--- src/rtl/branch_target_predictor.sv ---
// ID-stage branch destination adder plus a direct-mapped BTB with saturating
// direction counters; predicts in IF and flags mispredictions in ID.
module branch_target_predictor #(
   parameter int ADDR_WIDTH = 32,
   parameter int ENTRIES    = 16,
   parameter int CTR_BITS   = 2
) (
   input  logic                  Clk,
   input  logic                  Reset_n,
   input  logic [ADDR_WIDTH-1:0] PC_IF,
   output logic                  Predict_Taken_IF,
   output logic [ADDR_WIDTH-1:0] Predicted_Target_IF,
   input  logic                  Stall_ID,
   input  logic                  Flush_ID,
   input  logic                  Resolve_Valid_ID,
   input  logic [ADDR_WIDTH-1:0] PC_ID,
   input  logic [ADDR_WIDTH-1:0] PC_Plus_4_ID,
   input  logic [ADDR_WIDTH-1:0] Offset_Shift_Left_2_ID,
   input  logic                  Branch_Taken_ID,
   output logic [ADDR_WIDTH-1:0] Branch_Dest_ID,
   output logic                  Mispredict_ID,
   output logic [ADDR_WIDTH-1:0] Correct_PC_ID
);

   localparam int IDX_W = (ENTRIES > 1) ? $clog2(ENTRIES) : 1;
   localparam int TAG_W = ADDR_WIDTH - IDX_W - 2;
   localparam logic [CTR_BITS-1:0] CTR_MAX  = '1;
   localparam logic [CTR_BITS-1:0] CTR_ZERO = '0;
   localparam logic [CTR_BITS-1:0] CTR_WEAK = CTR_BITS'(1) << (CTR_BITS - 1);

   logic [ENTRIES-1:0]    valid_q, valid_d;
   logic [TAG_W-1:0]      tag_q    [ENTRIES];
   logic [TAG_W-1:0]      tag_d    [ENTRIES];
   logic [ADDR_WIDTH-1:0] target_q [ENTRIES];
   logic [ADDR_WIDTH-1:0] target_d [ENTRIES];
   logic [CTR_BITS-1:0]   ctr_q    [ENTRIES];
   logic [CTR_BITS-1:0]   ctr_d    [ENTRIES];

   logic                  pred_taken_q, pred_taken_d;
   logic [ADDR_WIDTH-1:0] pred_target_q, pred_target_d;

   logic [IDX_W-1:0]      if_idx, id_idx;
   logic [TAG_W-1:0]      if_tag, id_tag;
   logic                  if_hit, id_hit;
   logic [CTR_BITS-1:0]   id_ctr;
   logic [ADDR_WIDTH-1:0] pc_if_plus4;
   logic                  upd_en;
   logic                  unused_pc_lsbs;

   assign unused_pc_lsbs = ^{PC_IF[1:0], PC_ID[1:0]};

   // Lookup reads pre-edge contents only; a same-cycle update is not bypassed.
   assign if_idx      = PC_IF[IDX_W+1:2];
   assign if_tag      = PC_IF[ADDR_WIDTH-1:IDX_W+2];
   assign if_hit      = valid_q[if_idx] && (tag_q[if_idx] == if_tag);
   assign pc_if_plus4 = PC_IF + ADDR_WIDTH'(4);

   assign Predict_Taken_IF    = if_hit && ctr_q[if_idx][CTR_BITS-1];
   assign Predicted_Target_IF = Predict_Taken_IF ? target_q[if_idx] : pc_if_plus4;

   assign Branch_Dest_ID = PC_Plus_4_ID + Offset_Shift_Left_2_ID;
   assign Correct_PC_ID  = Branch_Taken_ID ? Branch_Dest_ID : PC_Plus_4_ID;
   assign Mispredict_ID  = Resolve_Valid_ID &&
                           ((pred_taken_q != Branch_Taken_ID) ||
                            (Branch_Taken_ID && (pred_target_q != Branch_Dest_ID)));

   assign id_idx = PC_ID[IDX_W+1:2];
   assign id_tag = PC_ID[ADDR_WIDTH-1:IDX_W+2];
   assign id_hit = valid_q[id_idx] && (tag_q[id_idx] == id_tag);
   assign id_ctr = ctr_q[id_idx];
   assign upd_en = Resolve_Valid_ID && !Stall_ID;

   always_comb begin
      pred_taken_d  = pred_taken_q;
      pred_target_d = pred_target_q;
      if (Flush_ID) begin
         pred_taken_d  = 1'b0;
         pred_target_d = '0;
      end else if (!Stall_ID) begin
         pred_taken_d  = Predict_Taken_IF;
         pred_target_d = Predicted_Target_IF;
      end
   end

   always_comb begin
      valid_d = valid_q;
      for (int i = 0; i < ENTRIES; i++) begin
         tag_d[i]    = tag_q[i];
         target_d[i] = target_q[i];
         ctr_d[i]    = ctr_q[i];
      end
      if (upd_en) begin
         if (id_hit) begin
            if (Branch_Taken_ID) begin
               target_d[id_idx] = Branch_Dest_ID;
               if (id_ctr != CTR_MAX) ctr_d[id_idx] = id_ctr + CTR_BITS'(1);
            end else if (id_ctr != CTR_ZERO) begin
               ctr_d[id_idx] = id_ctr - CTR_BITS'(1);
            end
         end else if (Branch_Taken_ID) begin
            // Taken miss allocates (or evicts an alias) as weakly taken.
            valid_d[id_idx]  = 1'b1;
            tag_d[id_idx]    = id_tag;
            target_d[id_idx] = Branch_Dest_ID;
            ctr_d[id_idx]    = CTR_WEAK;
         end
      end
   end

   always_ff @(posedge Clk) begin
      if (!Reset_n) begin
         valid_q       <= '0;
         pred_taken_q  <= 1'b0;
         pred_target_q <= '0;
         for (int i = 0; i < ENTRIES; i++) begin
            tag_q[i]    <= '0;
            target_q[i] <= '0;
            ctr_q[i]    <= '0;
         end
      end else begin
         valid_q       <= valid_d;
         pred_taken_q  <= pred_taken_d;
         pred_target_q <= pred_target_d;
         for (int i = 0; i < ENTRIES; i++) begin
            tag_q[i]    <= tag_d[i];
            target_q[i] <= target_d[i];
            ctr_q[i]    <= ctr_d[i];
         end
      end
   end

endmodule
--- config.mk ---
export PLATFORM = sky130hd
export DESIGN_NAME = branch_target_predictor
export DESIGN_NICKNAME = d
export VERILOG_FILES = /design/src/rtl/branch_target_predictor.sv
export SDC_FILE = /design/constraint.sdc
export NUM_CORES = 2
export LEC_CHECK = 0
export CAP_MARGIN = 20
export CORE_ASPECT_RATIO = 1.1
export CORE_MARGIN = 3
export CORE_UTILIZATION = 43
export CTS_BUF_LIST = sky130_fd_sc_hd__clkbuf_4 sky130_fd_sc_hd__clkbuf_8
export DETAILED_ROUTE_END_ITERATION = 10
export DONT_BUFFER_PORTS = 1
export HOLD_SLACK_MARGIN = 0.02
export PLACE_DENSITY = 0.66
export SETUP_SLACK_MARGIN = 0.3
export SLEW_MARGIN = 20
export SYNTH_ARGS = -nofsm -noshare
export SYNTH_HDL_FRONTEND = slang
export SYNTH_SLANG_ARGS = --single-unit
--- constraint.sdc ---
create_clock -name Clk -period 4.9 [get_ports Clk]
set_input_delay 0 -clock Clk [delete_from_list [all_inputs] [get_ports Clk]]
set_output_delay 0 -clock Clk [all_outputs]
set_load 0.005 [all_outputs]
# Word-level counts from Yosys, hierarchy flattened
# Memories as Yosys holds them, arrays and structs flattened.
# Index checks and enable logic that the tools add are counted.
# totals
reg_bits,49
ramBits,960
n_memories,3
inputBits,134
elab_cells,167
# classes
magnitude_cmp,5
muxes,79
reduce_logical,13
bitwise,55
addsub,4
n_eq_ne,5
# mem_list
name,depth,word_bits,read_ports,rd_clocked_by_memory_dff,write_ports,line,source
target_q,16,32,17,0,16,34,logic [ADDR_WIDTH-1:0] target_q [ENTRIES];
tag_q,16,26,18,0,16,32,logic [TAG_W-1:0] tag_q [ENTRIES];
ctr_q,16,2,18,0,16,36,logic [CTR_BITS-1:0] ctr_q [ENTRIES];
# ops
cell,n
2-to-1 mux 416 bit,3
2-to-1 mux 512 bit,2
2-to-1 mux 32 bit,25
bitwise mux 512 bit,1
2-to-1 mux 26 bit,17
bitwise mux 416 bit,1
demux 32 bit (select 4 bit),1
demux 26 bit (select 4 bit),1
bitwise mux 32 bit,2
== test 26 bit,2
bitwise OR 1 bit,48
2-to-1 mux 2 bit,17
"adder 32 x 3 -> 32 bit, second input constant",1
adder 32 bit,1
!= test 32 bit,1
bitwise OR 16 bit,2
AND 16 bit,1
inverter 16 bit,1
"less-than comparator 4 x 5 -> 1 bit, second input constant",2
binary-select mux 1 bit (select 4 bit),2
demux 2 bit (select 4 bit),1
logical AND 1 bit,8
">= comparator 5 bit, second input constant",1
"less-than comparator 5 x 1 -> 1 bit, second input constant",1
14 further kinds,19

# Depth between registers and ports, before layout
# depth
word_depth,11
mapped_depth,19
ltp_nobuf,13

# Worst setup path before layout
# Ideal clock, no wire load.
# synth_path
path_type,input to register
startpoint,input PC_ID[2]
endpoint,memory ctr_q[10][1]
path_slack_ns,1.332
setup_ns,0.119
path_stages,19
path_buffers,8
required_ns,4.781
arrival_ns,3.449
cell_sequence,buf_2 buf_4 buf_6 buf_4 buf_2 buf_2 mux4_2 mux4_2 inv_1 ha_1 nor2_1 inv_1 nor2_1 inv_1 a2bb2oi_2 buf_6 buf_6 nor2_2 o221a_1
# synth_rtl
element,line,source
from (decl),16,"input logic [ADDR_WIDTH-1:0] PC_ID,"
to (decl),36,

==> reports/results.ini <==
[final_layout]
synthToLayoutAreaGrowth_pct=28.7
layout_commonest_cell=nand2_1
layout.cells.non_filler=8491
fin_nets=6846
nFillCells=10800
final_cell_mix=nand2_1, dlygate4sd3_1, dfxtp_1, a21boi_0, nand3_1
drive_above_1_share=0.146

[logic_synthesis]
synth_area_um2=54300
yosysTopAreaCell=dfxtp_1
ys_top_cells_by_area=dfxtp_1, mux4_2, nand2_1, a21boi_0, nand3_1
yosysWarnings=0
synthFlopType=dfxtp_1
synthesis.nets=6070
synth_top_area_share=0.372
ys_seq_area_frac=0.372
synth-seq-cells=1009
avgSynthCellArea_um2=9.20
ys_async_sr_fraction=0
synth_cell_types=94
syn_inst=5901
synth-edff-count=0

[grt]
grt_usage=0.320
grt_max_degree=544
grtUsageMet3=0.107
use_met2=0.493
grt-ovfl-total=0
use_met1=0.391
grt_pass1_wl_um=319000
grt_pass1_vias=52100
grt_antenna_before_repair=20
top_usage_layer=met2

[hold_path]
min_path_cells=5
min_from=Branch_Taken_ID
min_path_type=primary input to flip-flop
worstHoldEndpoint=ctr_q[7][0]$_SDFFE_PN0P_

[die]
dieHeight_um=379
core_area_um2=125000
io-pin-count=232
dieArea_um2=131000
die_w_um=345
rows=136
start_util=0.434

[power]
power.share.clock=0.448
seqPwrFrac=0.445
swShare=0.267
pwr-share-comb=0.106
internal_power_mw=13.7
p_leak_nw=27.6
p_sw_mw=4.96
finalPower_mw=18.6
power_density_nw_per_um2=266
ir_worst_vdd_uv=219

[clocking]
clk_latency_ns=0.90
ctsLongestPathBuffers=3
root_buffer=clkbuf_8
cts_sinks=1009
cts_tree=done
numCtsBuffers=171
path_clk_slew_ns=0.06
cts_htree_levels=4

[critical_path]
critical-path-max-stage-delay_ns=0.67
crit_path_max_fanout=13
cp_data_required_time_ns=5.73
critPathKind=flip-flop to flip-flop
crit_top_cell=dlygate4sd3_1
reg2reg_to=ctr_q[8][0]$_SDFFE_PN0P_
arrival_ns=5.43
r2r_start=tag_q[13][12]$_SDFFE_PN0P_
cp_num_cells=12
r2r_cells=12
cp_num_buf_inv=2
r2r_slack_ns=0.30
cpMaxStageDelayCell=dlygate4sd3_1
cp-start-kind=flip-flop
end_kind=flip-flop
crit_chain=mux4_2, mux2_2, or3_1, a211oi_1, nor2_1, nor4_4, nand4_1, a2bb2oi_4, o211ai_1, dlygate4sd3_1, o31ai_1, dlygate4sd3_1
cp_top_family=buffers and inverters

[sta]
holdWs_ns=0.0393
max_slew_margin=-0.271
tightest_slew_ns=1.91
hold_viol=0
slew_violations=192
fmax_ghz=0.217
min_period_ns=4.60
rsz0062_at_grt=true
fin_skew_ns=0.0578
setup_tns_ns=0
period_share=0.939
setup_violations=0

[route]
drtIter0Drc=6648
drc=0
vias_per_cell=6.12
dr.pass1.iters=6
wl_per_cell_um=25.4
ant_nets=0
num_vias=51900
wl_um=215000

[placement]
port_buffers=0
dp_cells=7088
globalplace.congestion=0.956
hpwl_um=109000

[run]
drv_cap=0

[run_status]
violations=slew limit
status=complete, but fails checks

## power groups by stage
stage / Clock, mW / Combinational (mW) / Sequential, mW
after floorplan: 0 / 1.38 / 8.45
after global placement: 0 / 1.57 / 8.46
after detailed placement: 0 / 1.59 / 8.46
after CTS: 8.36 / 1.89 / 8.28
after global routing: 8.74 / 2.06 / 8.29
final: 8.35 / 1.98 / 8.29
## sequential cells by signal, summed over array words and instances (netlist names)
register,flops
target_q,512
tag_q,416
ctr_q,32
pred_target_q,32
valid_q,16
pred_taken_q,1
## layer usage
| layer | up-vias | routed length (um) | share of wire |
|---|---|---|---|
| met5 | - | 72 | 0.00033 |
| met4 | 10 | 14300 | 0.066 |
| met3 | 878 | 28100 | 0.13 |
| met2 | 3333 | 94100 | 0.44 |
| met1 | 25200 | 78800 | 0.37 |
| li1 | 22500 | - | - |
## final cells by class
type / instances / area (um2) / share of cell area
Tap cell: 1656 / 2070 / 0.0297
Clock buffer: 284 / 3510 / 0.0503
Inverter: 48 / 180 / 0.00258
Clock inverter: 26 / 249 / 0.00356
Multi-Input combinational cell: 4251 / 31700 / 0.454
Timing Repair Buffer: 1196 / 11900 / 0.170
Sequential cell: 1009 / 20200 / 0.289
Antenna cell: 21 / 52.6 / 0.000752
## synthesized netlist by cell type, drive strengths merged (24+ instances only)
cell	instances
a21boi	680
a21oi	75
a22o	32
a22oi	24
and2	207
buf	203
clkbuf	390
dfxtp	1009
ha	34
inv	48
mux2	79
mux2i	113
mux4	372
nand2	1315
nand3	460
nor2	93
nor2b	38
nor3	29
o211a	69
o21ai	238
xnor2	74
xor2	49
## cell families after synthesis
| group | Yosys count | share of synthesized area |
|---|---|---|
| mux | 564 | 0.192 |
| flops | 1009 | 0.372 |
| xor+xnor | 128 | 0.0220 |
| compound gates | 1262 | 0.167 |
| simple gates | 2262 | 0.189 |
| buf+inv | 641 | 0.0504 |
| fa+ha+maj | 35 | 0.00821 |
## repair_timing
item / 4_1_cts / 5_1_grt
resized for setup: 0 / 8
hold buffers: 1065 / 2
setup buffers: 0 / 3
endpoints found under the hold margin: 1009 / 8
setup endpoints to repair: 0 / 117
## worst min-delay path, cell delays in order
cell,delay (ns)
and2_1,0.12
buf_4,0.25
a2bb2oi_4,0.18
nor2_1,0.18
mux2i_1,0.09
## metrics by stage
step | setup WS (ns) | area [um2] | util
after floorplan | 1.33 | 54300 | -
after CTS | 0.317 | 69600 | 0.557
after detailed placement | 0.953 | 55200 | 0.441
after global placement | 0.996 | 55100 | 0.441
final | 0.299 | 69900 | 0.559
after global routing | 0.180 | 69800 | 0.558
## worst max path at each step
stage                                          start                        end  slack [ns]
after floorplan                             PC_ID[2]  ctr_q[10][1]$_SDFFE_PN0P_        1.33
after CTS                 tag_q[15][12]$_SDFFE_PN0P_   ctr_q[8][0]$_SDFFE_PN0P_        0.32
after detailed placement  tag_q[15][12]$_SDFFE_PN0P_  ctr_q[12][1]$_SDFFE_PN0P_        0.95
after global routing      tag_q[15][12]$_SDFFE_PN0P_   ctr_q[8][0]$_SDFFE_PN0P_        0.18
after global placement    tag_q[12][16]$_SDFFE_PN0P_  tag_q[1][25]$_SDFFE_PN0P_         1.0
final                     tag_q[13][12]$_SDFFE_PN0P_   ctr_q[8][0]$_SDFFE_PN0P_        0.30
Power figures use the tool's default switching activity.
